--- src/rtl/seg7_scan_decoder.sv ---
`default_nettype none
// +----------------------------------------------------------------------+
// | seg7_scan_decoder                                                    |
// | Rebuilds BCD digits from a scanned 7-segment bus; publishes a frame  |
// | once it repeats STABLE_FRAMES times. SEG7_DP_EN adds dp_in/dp_out.   |
// | Revision: 1.0                                                        |
// +----------------------------------------------------------------------+
module seg7_scan_decoder #(
  parameter int DIGITS        = 4,
  parameter int STABLE_FRAMES = 2
) (
  input  logic                clk,
  input  logic                rst_n,
  input  logic                sample,
  input  logic [0:6]          seg_in,
  input  logic [DIGITS-1:0]   dig_sel,
  input  logic                err_clr,
`ifdef SEG7_DP_EN
  input  logic                dp_in,
  output logic [DIGITS-1:0]   dp_out,
`endif
  output logic [4*DIGITS-1:0] code_out,
  output logic [DIGITS-1:0]   blank_out,
  output logic                update,
  output logic                locked,
  output logic                err
);

  // Each digit slot is {dp (optional), blank, code[3:0]}.
`ifdef SEG7_DP_EN
  localparam int c_sw = 6;
`else
  localparam int c_sw = 5;
`endif
  localparam int              c_fw         = c_sw * DIGITS;
  localparam logic [c_sw-1:0] c_blank_slot = c_sw'(5'h1F);
  localparam logic [3:0]      c_stable     = 4'(STABLE_FRAMES);

  logic [c_fw-1:0]   r_work, r_cand, r_pub;
  logic [DIGITS-1:0] r_mask;
  logic [3:0]        r_cnt;

  logic [3:0]        w_code;
  logic              w_blank, w_legal, w_onehot, w_err_evt;
  logic              w_frame_done, w_eq_cand, w_eq_pub;
  logic [c_sw-1:0]   w_slot;
  logic [c_fw-1:0]   w_frame;
  logic [DIGITS-1:0] w_mask_next;
  logic [3:0]        w_cnt_next;

  always_comb begin
    w_legal = 1'b1;
    w_blank = 1'b0;
    w_code  = 4'hF;
    case (seg_in)
      7'b1111110: w_code = 4'd0;
      7'b0110000: w_code = 4'd1;
      7'b1101101: w_code = 4'd2;
      7'b1111001: w_code = 4'd3;
      7'b0110011: w_code = 4'd4;
      7'b1011011: w_code = 4'd5;
      7'b1011111: w_code = 4'd6;
      7'b1110000: w_code = 4'd7;
      7'b1111111: w_code = 4'd8;
      7'b1110011: w_code = 4'd9;
      7'b0000000: w_blank = 1'b1;
      default:    w_legal = 1'b0;
    endcase
  end

`ifdef SEG7_DP_EN
  assign w_slot = {dp_in, w_blank, w_code};
`else
  assign w_slot = {w_blank, w_code};
`endif

  assign w_onehot  = (dig_sel != '0) && ((dig_sel & (dig_sel - DIGITS'(1))) == '0);
  assign w_err_evt = sample && !(w_legal && w_onehot);

  // Working frame as it will look once the current sample is written in.
  always_comb begin
    w_frame = r_work;
    for (int i = 0; i < DIGITS; i++) begin
      if (dig_sel[i]) w_frame[i*c_sw +: c_sw] = w_slot;
    end
  end

  assign w_mask_next  = r_mask | dig_sel;
  assign w_frame_done = &w_mask_next;
  assign w_eq_cand    = (w_frame == r_cand);
  assign w_eq_pub     = (w_frame == r_pub);
  assign w_cnt_next   = !w_eq_cand ? 4'd1 :
                        (r_cnt >= c_stable) ? c_stable : r_cnt + 4'd1;

  always_ff @(posedge clk or negedge rst_n) begin
    if (!rst_n) begin
      r_work <= {DIGITS{c_blank_slot}};
      r_cand <= {DIGITS{c_blank_slot}};
      r_pub  <= {DIGITS{c_blank_slot}};
      r_mask <= '0;
      r_cnt  <= 4'd0;
      update <= 1'b0;
      locked <= 1'b0;
      err    <= 1'b0;
    end else begin
      update <= 1'b0;
      if (w_err_evt) begin
        r_mask <= '0;
        r_cnt  <= 4'd0;
        locked <= 1'b0;
      end else if (sample) begin
        r_work <= w_frame;
        if (w_frame_done) begin
          r_mask <= '0;
          r_cand <= w_frame;
          r_cnt  <= w_cnt_next;
          if (w_cnt_next == c_stable && !w_eq_pub) begin
            r_pub  <= w_frame;
            update <= 1'b1;
            locked <= 1'b1;
          end else begin
            locked <= w_eq_pub;
          end
        end else begin
          r_mask <= w_mask_next;
        end
      end
      // A new error event outranks a clear request in the same cycle.
      if (w_err_evt)    err <= 1'b1;
      else if (err_clr) err <= 1'b0;
    end
  end

  for (genvar g = 0; g < DIGITS; g++) begin : g_out
    assign code_out[4*g +: 4] = r_pub[g*c_sw +: 4];
    assign blank_out[g]       = r_pub[g*c_sw + 4];
`ifdef SEG7_DP_EN
    assign dp_out[g]          = r_pub[g*c_sw + 5];
`endif
  end

endmodule
`default_nettype wire

--- config.mk ---
export PLATFORM = sky130hd
export DESIGN_NAME = seg7_scan_decoder
export DESIGN_NICKNAME = d
export VERILOG_FILES = /design/src/rtl/seg7_scan_decoder.sv
export SDC_FILE = /design/constraint.sdc
export NUM_CORES = 1
export LEC_CHECK = 0
export BUFFER_PORTS_ARGS = -buffer_cell sky130_fd_sc_hd__buf_2
export CAP_MARGIN = 15
export CORE_MARGIN = 2
export CORE_UTILIZATION = 50
export CTS_CLUSTER_SIZE = 14
export DETAILED_ROUTE_END_ITERATION = 16
export GPL_TIMING_DRIVEN = 1
export PLACE_DENSITY = 0.77
export REMOVE_ABC_BUFFERS = 1
export SLEW_MARGIN = 20
export SYNTH_ARGS = -nofsm -noshare
export SYNTH_HDL_FRONTEND = slang
export SYNTH_SLANG_ARGS = --single-unit
--- constraint.sdc ---
create_clock -name clk -period 7.8 [get_ports clk]
set_clock_uncertainty 0.15 [all_clocks]
set_input_delay 0 -clock clk [delete_from_list [all_inputs] [get_ports clk]]
set_output_delay 0 -clock clk [all_outputs]
set_load 0.01 [all_outputs]
==> results.py, run 1 <==
metrics = {
    "critical_path": {
        "cp_max_fo": 19,
        "crit_type": "input port to flip-flop",
        "worstPathArrival_ns": 4.23,
        "worstSetupStartpointType": "input port",
        "critPathCaptureType": "flip-flop",
        "crit_required_ns": 7.94,
    },
    "route": {
        "drc_errors": 0,
        "vias": 4200,
        "wire_per_inst_um": 20.1,
        "ant_nets": 0,
        "first_iter_violations": 578,
        "viasPerCell": 6.42,
        "finalWirelength_mm": 13.1,
        "drtPass1Iterations": 6,
    },
    "place": {
        "dp_hpwl_mm": 9.43,
        "portBuffers": 37,
        "routabilityCongestion": 1.02,
    },
    "floorplanning": {
        "die_height_um": 100,
        "die_area_um2": 10000,
        "start_util_pct": 50.8,
        "row_count": 35,
        "die_w_um": 100,
        "core_area_um2": 9110,
        "pin_count": 38,
    },
    "finish": {
        "syn2layout_area_growth_pct": 10.5,
        "utilization_pct": 56.1,
        "diodes": 0,
        "nNetsFinal": 555,
        "drive_above_1_share_pct": 25.2,
    },
    "sta": {
        "tightest_slew_ns": 0.996,
        "rsz0062_at_grt": "false",
        "max_slew_margin_pct": 33.5,
        "drv_slew": 0,
        "setup_tns_ns": 0,
        "hold_violations": 0,
        "min_period_ns": 4.10,
        "final.period_utilization_pct": 52.5,
        "max_freq_mhz": 244,
        "setup_viol": 0,
    },
    "synthesis": {
        "ys_types": 71,
        "yosysSeqAreaShare_pct": 40.0,
        "synth_top_family_by_area": "compound AO/OA/AOI/OAI gates",
        "synth_edf_count": 0,
        "synthXorXnorAreaFrac_pct": 8.14,
        "yosys.area_share.simple_pct": 19.1,
        "avgSynthCellArea_um2": 9.05,
        "async_flop_share_pct": 100,
        "synth.mux.area_fraction_pct": 7.03,
        "synth_area_um2": 4630,
        "synth-compound-area-share_pct": 20.0,
        "yosysWarnings": 0,
        "synthAdderAreaFrac_pct": 0.541,
        "synth-main-ff-cell": "dfstp_2",
        "ys_seq_elements": 71,
        "syn-instance-count": 511,
    },
    "outcome": {
        "status": "completed",
    },
    "clock_tree": {
        "cts_made_buffers": 9,
        "path_clk_slew_ns": 0.08,
        "cts_resized": 0,
        "clock-sinks": 71,
        "clk_latency_ns": 0.36,
        "clk_path_buf_depth": 2,
        "post-cts-setup-buffers": 0,
        "cts_max_level": 3,
        "cts_root_buffer": "clkbuf_8",
        "cts_tree": "built",
    },
    "global_route": {
        "grt_max_degree": 72,
        "grt_pass1_vias": 4032,
        "grt_pass1_wl_mm": 21.2,
        "track_usage_pct": 27.1,
        "antenna_found_initial": 0,
        "grt-ovfl-total": 0,
    },
    "min_path": {
        "min_path_type": "input port to flip-flop",
    },
    "power_and_ir_drop": {
        "cellLeakagePower_nw": 2.10,
        "ir_worst_vdd_v": 0.000121,
        "power_density_nw_per_um2": 183,
    },
    "flow_run": {
        "cap_violations": 0,
    },
}
worst paths after layout:
path,start,to,slack [ns],depth (start not counted)
max in group asynchronous,rst_n,r_cnt[2],6.72,3
min in group asynchronous,rst_n,r_mask[0],0.25,3
setup reg to reg,r_cand[2],r_pub[16],4.05,10
hold / removal,dig_sel[1],r_work[8],0.09,3
hold reg to reg,r_work[9],r_work[9],0.34,2
setup / recovery,dig_sel[2],r_pub[16],3.70,12
worst max-delay path: stages:
cell and delay, ns:
dlygate4sd3_1 0.52, buf_2 0.39, inv_1 0.38, a22oi_1 0.54, xor2_1 0.21, nand3_1 0.11
nor4_1 0.26, and4_1 0.27, nand4_1 0.21, nor3_4 0.63, buf_4 0.35, mux2_1 0.35
synth_stat cells (all sizes together), types with 2 or more instances:
library cell | instances | share of area (%)
a211oi | 3 | 0.59
nor2b | 5 | 0.68
and3 | 3 | 0.41
o22ai | 17 | 2.3
a22o | 4 | 0.76
a222oi | 3 | 0.65
and2 | 3 | 0.41
or3 | 3 | 0.41
inv | 24 | 1.9
mux2 | 12 | 2.9
a21oi | 24 | 2.6
o2111ai | 2 | 0.38
o2111a | 2 | 0.49
nor4 | 11 | 1.8
a2111oi | 2 | 0.38
xor2 | 25 | 4.7
xnor2 | 18 | 3.4
dfstp | 60 | 34
a22oi | 6 | 0.97
nor3 | 18 | 2.4
mux2i | 19 | 4.1
a21o | 3 | 0.49
or2 | 2 | 0.27
nand2b | 7 | 0.95
o21ai | 46 | 5.0
dfrtp | 11 | 5.9
o31ai | 8 | 1.6
o31a | 2 | 0.41
buf | 14 | 1.7
nor4b | 5 | 0.95
a31oi | 2 | 0.41
ha | 2 | 0.54
nand2 | 55 | 4.5
clkbuf | 18 | 1.5
nor2 | 26 | 2.2
o221ai | 3 | 0.57
nand4 | 11 | 1.5
or4 | 4 | 0.73
nand3 | 10 | 1.2
per-layer routing:
| layer | vias up | global-route usage (%) | wire [µm] |
|---|---|---|---|
| met5 | - | 0 | 0 |
| met4 | 0 | 12.4 | 479 |
| met3 | 48 | 5.08 | 1000 |
| met2 | 221 | 40.2 | 5890 |
| met1 | 2015 | 38.4 | 5750 |
| li1 | 1916 | - | - |
kinds of logic after synthesis:
logic type               Yosys count
buffers and inverters             56
XOR/XNOR                          43
multiplexers                      31
flip-flops                        71
AND/OR/NAND/NOR                  168
AO/OA/AOI/OAI                    140
adder cells (fa/ha/maj)            2
layout make-up:
| class | instances | area [µm²] |
|---|---|---|
| Fill cell | 819 | 4000 |
| Multi-Input combinational cell | 384 | 2540 |
| Sequential cell | 71 | 1850 |
| Timing Repair Buffer | 48 | 288 |
| Clock buffer | 11 | 141 |
| Tap cell | 111 | 139 |
| Inverter | 24 | 90.1 |
| Clock inverter | 5 | 57.6 |
power by group:
| group | total, W | leakage, nW | switching (W) | internal [W] |
|---|---|---|---|---|
| clock | 0.000302 | 0.103 | 0.000146 | 0.000157 |
| combinational | 0.000175 | 1.22 | 0.000101 | 0.0000734 |
| sequential | 0.000457 | 0.771 | 0.0000388 | 0.000419 |
| total | 0.000934 | 2.10 | 0.000286 | 0.000649 |
through the flow:
stage          worst slack (ns)  instance area, µm²  total power [W]  hold WS [ns]  instances
2_1_floorplan              3.78                4480         0.000564        -0.446        479
3_3_place_gp               3.79                4830         0.000623        0.0435        630
3_5_place_dp               3.64                4830         0.000627        0.0545        630
4_1_cts                    3.72                5110         0.000930        0.0806        654
5_1_grt                    3.42                5110         0.000974         0.150        654
6_report                   3.70                5110         0.000934        0.0913        654
repair_timing:
action                                  in CTS  in global routing
hold buffers                                 8                  0
hold endpoints to repair                    19                  0
endpoints found under the setup margin       0                  0
flip-flops by register name (all words and copies together), names as in the netlist:
register / flops
update: 1
r_pub: 20
r_work: 20
err: 1
r_cand: 20
locked: 1
r_cnt: 4
r_mask: 4
cell usage in the layout, fill, tap and decap left out, drive strengths merged, types with 3 or more instances in the layout:
master / Yosys / final
nor2: 26 / 26
nand2b: 7 / 7
o22ai: 17 / 17
or3: 3 / 3
o31ai: 8 / 8
nor4b: 5 / 5
nor2b: 5 / 5
a222oi: 3 / 3
inv: 24 / 24
buf: 14 / 40
a21o: 3 / 3
a211oi: 3 / 3
a22o: 4 / 4
nand2: 55 / 55
nand4: 11 / 11
a22oi: 6 / 6
nand3: 10 / 10
a21oi: 24 / 24
mux2: 12 / 12
and2: 3 / 3
dlygate4sd3: 0 / 8
o21ai: 46 / 46
dfrtp: 11 / 11
dfstp: 60 / 60
nor3: 18 / 18
xor2: 25 / 25
and3: 3 / 3
xnor2: 18 / 18
o221ai: 3 / 3
clkinv: 0 / 4
clkbuf: 18 / 11
mux2i: 19 / 19
or4: 4 / 4
nor4: 11 / 11
No activity file was read; power rests on OpenSTA's default activity.
==> run 2: changes to the inputs <==
- PLACE_DENSITY: 0.77 -> 0.79
- clock period: 7.8 -> 3.28 ns (I/O delays scaled with it)
==> results.py, run 2 (same netlist as run 1, synthesis figures left out) <==
metrics = {
    "clock_tree": {
        "cts_made_buffers": 9,
        "clk_path_buf_depth": 2,
        "clk_latency_ns": 0.36,
        "path_clk_slew_ns": 0.08,
        "cts_root_buffer": "clkbuf_8",
        "cts_tree": "built",
        "cts_max_level": 3,
        "clock-sinks": 71,
        "post-cts-setup-buffers": 0,
    },
    "route": {
        "wl_met3_mm": 1.05,
        "wl_met1_mm": 5.99,
        "first_iter_violations": 562,
        "dr_wl_met2_mm": 6.20,
        "finalWirelength_mm": 13.7,
        "ant_nets": 0,
        "drtPass1Iterations": 7,
        "wire_per_inst_um": 20.1,
        "routed.top_layer": "met4",
        "viasPerCell": 6.35,
        "vias": 4328,
        "drc_errors": 0,
    },
    "critical_path": {
        "crit_type": "input port to flip-flop",
        "crit_chain": "dlygate4sd3_1 > buf_2 > nor4b_1 > a22oi_2 > xor2_1 > nand3_1 > nor4_1 > and4_1 > nand4_1 > nor3_4 > buf_12 > mux2_1",
        "crit_required_ns": 3.41,
        "slowest_stage": "dlygate4sd3_1",
        "slowest_delay_ns": 0.52,
        "worstSetupStartpointType": "input port",
        "worstPathArrival_ns": 3.30,
        "cp_max_fo": 15,
        "critPathCaptureType": "flip-flop",
    },
    "global_route": {
        "grt-ovfl-total": 0,
        "grt_pass1_wl_mm": 21.6,
        "track_usage_pct": 27.8,
        "grt_max_degree": 38,
        "antenna_found_initial": 0,
        "grt_pass1_vias": 4074,
    },
    "sta": {
        "drv_slew": 0,
        "holdWs_ns": 0.0460,
        "final.period_utilization_pct": 96.8,
        "max_slew_margin_pct": 47.8,
        "tightest_slew_ns": 0.783,
        "max_freq_mhz": 315,
        "setup_viol": 0,
        "min_period_ns": 3.18,
        "hold_violations": 0,
    },
    "finish": {
        "layout.cells.most_common": "dfstp_2",
        "drive_above_1_share_pct": 29.1,
        "reg_top3": "r_cand (20), r_pub (20), r_work (20)",
        "nNetsFinal": 583,
        "final_cell_mix": "dfstp_2, nand2_1, o21ai_0",
        "diodes": 0,
        "final_cell_area_um2": 5360,
        "syn2layout_area_growth_pct": 15.8,
    },
    "floorplanning": {
        "die_area_um2": 10000,
        "pin_count": 38,
        "row_count": 35,
        "die_height_um": 100,
        "die_w_um": 100,
        "core_area_um2": 9110,
        "start_util_pct": 50.8,
    },
    "outcome": {
        "status": "completed",
    },
    "flow_run": {
        "cap_violations": 0,
    },
    "place": {
        "routabilityCongestion": 1.06,
        "portBuffers": 37,
        "dp_hpwl_mm": 9.98,
        "placed_cell_area_um2": 5040,
    },
    "power_and_ir_drop": {
        "power.internal_w": 0.00153,
        "p_sw_w": 0.000707,
        "switching_share_pct": 31.6,
        "power_w": 0.00224,
        "ir_worst_vdd_v": 0.000202,
        "pwr-share-comb_pct": 19.4,
        "cellLeakagePower_nw": 2.24,
        "power_density_nw_per_um2": 418,
        "power_frac_clock_pct": 31.9,
        "power_frac_seq_pct": 48.7,
    },
    "min_path": {
        "min_path_type": "input port to flip-flop",
    },
}
==> run 2: cell count changes in the layout (fill, tap and decap cells not counted), sizes merged <==
cell and change:
clkinv -3, bufinv -1, inv +2, dlygate4sd3 +2, clkinvlp +2, buf +26
==> run 2: critical path, delay by kind of cell <==
| kind | cells | cell delay (ns) |
|---|---|---|
| AOI/OAI and AO/OA | 1 | 0.20 |
| xor gates and xnor gates | 1 | 0.17 |
| buffers and inverters | 3 | 0.91 |
| muxes | 1 | 0.34 |
| and+or+nand+nor | 6 | 1.67 |
==> run 2: worst paths after layout <==
check	from	depth (start not counted)	to	slack, ns
worst max-delay path	dig_sel[3]	12	r_pub[15]	0.10
worst min-delay path	dig_sel[0]	4	r_work[0]	0.05
worst max register to register	r_pub[18]	10	r_pub[15]	0.12
worst min register to register	r_cand[19]	2	r_cand[19]	0.34
max in group asynchronous	rst_n	3	r_work[7]	2.02
min in group asynchronous	rst_n	2	r_work[10]	0.50
==> run 2: timing repair <==
action                                  CTS  global route
hold buffers                             10             0
endpoints found under the setup margin    0            19
resized for setup                         0             3
endpoints found under the hold margin    28             0
==> run 2: through the flow <==
stage          utilization (%)  worst slack [ns]  std cells  setup TNS, ns
4_1_cts                   58.6            0.0740        682              0
3_5_place_dp              55.3            0.0655        656              0
3_3_place_gp              55.3             0.145        656              0
2_1_floorplan                -            -0.745        479         -13.00
6_report                  58.8             0.105        682              0
5_1_grt                   58.8           -0.0906        682         -0.362
==> run 2: layout make-up <==
| class | instances | area [µm²] |
|---|---|---|
| fill | 804 | 3750 |
| multi-input combinational | 384 | 2560 |
| sequential | 71 | 1850 |
| timing repair buffer | 76 | 515 |
| clock buffer | 11 | 163 |
| tap | 111 | 139 |
| inverter | 24 | 90.1 |
| clock inverter | 5 | 37.5 |
==> run 2: routing by layer <==
metal	GRT usage, %	up-vias
met5	0	-
met1	39.4	2081
met2	43.2	237
met3	3.62	38
li1	-	1972
met4	11.9	0
==> run 2: power by group through the flow <==
stage                     clock [W]  sequential (W)  combinational [W]
after floorplan                   0         0.00107           0.000270
after global placement            0         0.00110           0.000401
after detailed placement          0         0.00110           0.000409
after CTS                  0.000718         0.00109           0.000424
after global routing       0.000753         0.00110           0.000478
final                      0.000713         0.00109           0.000434
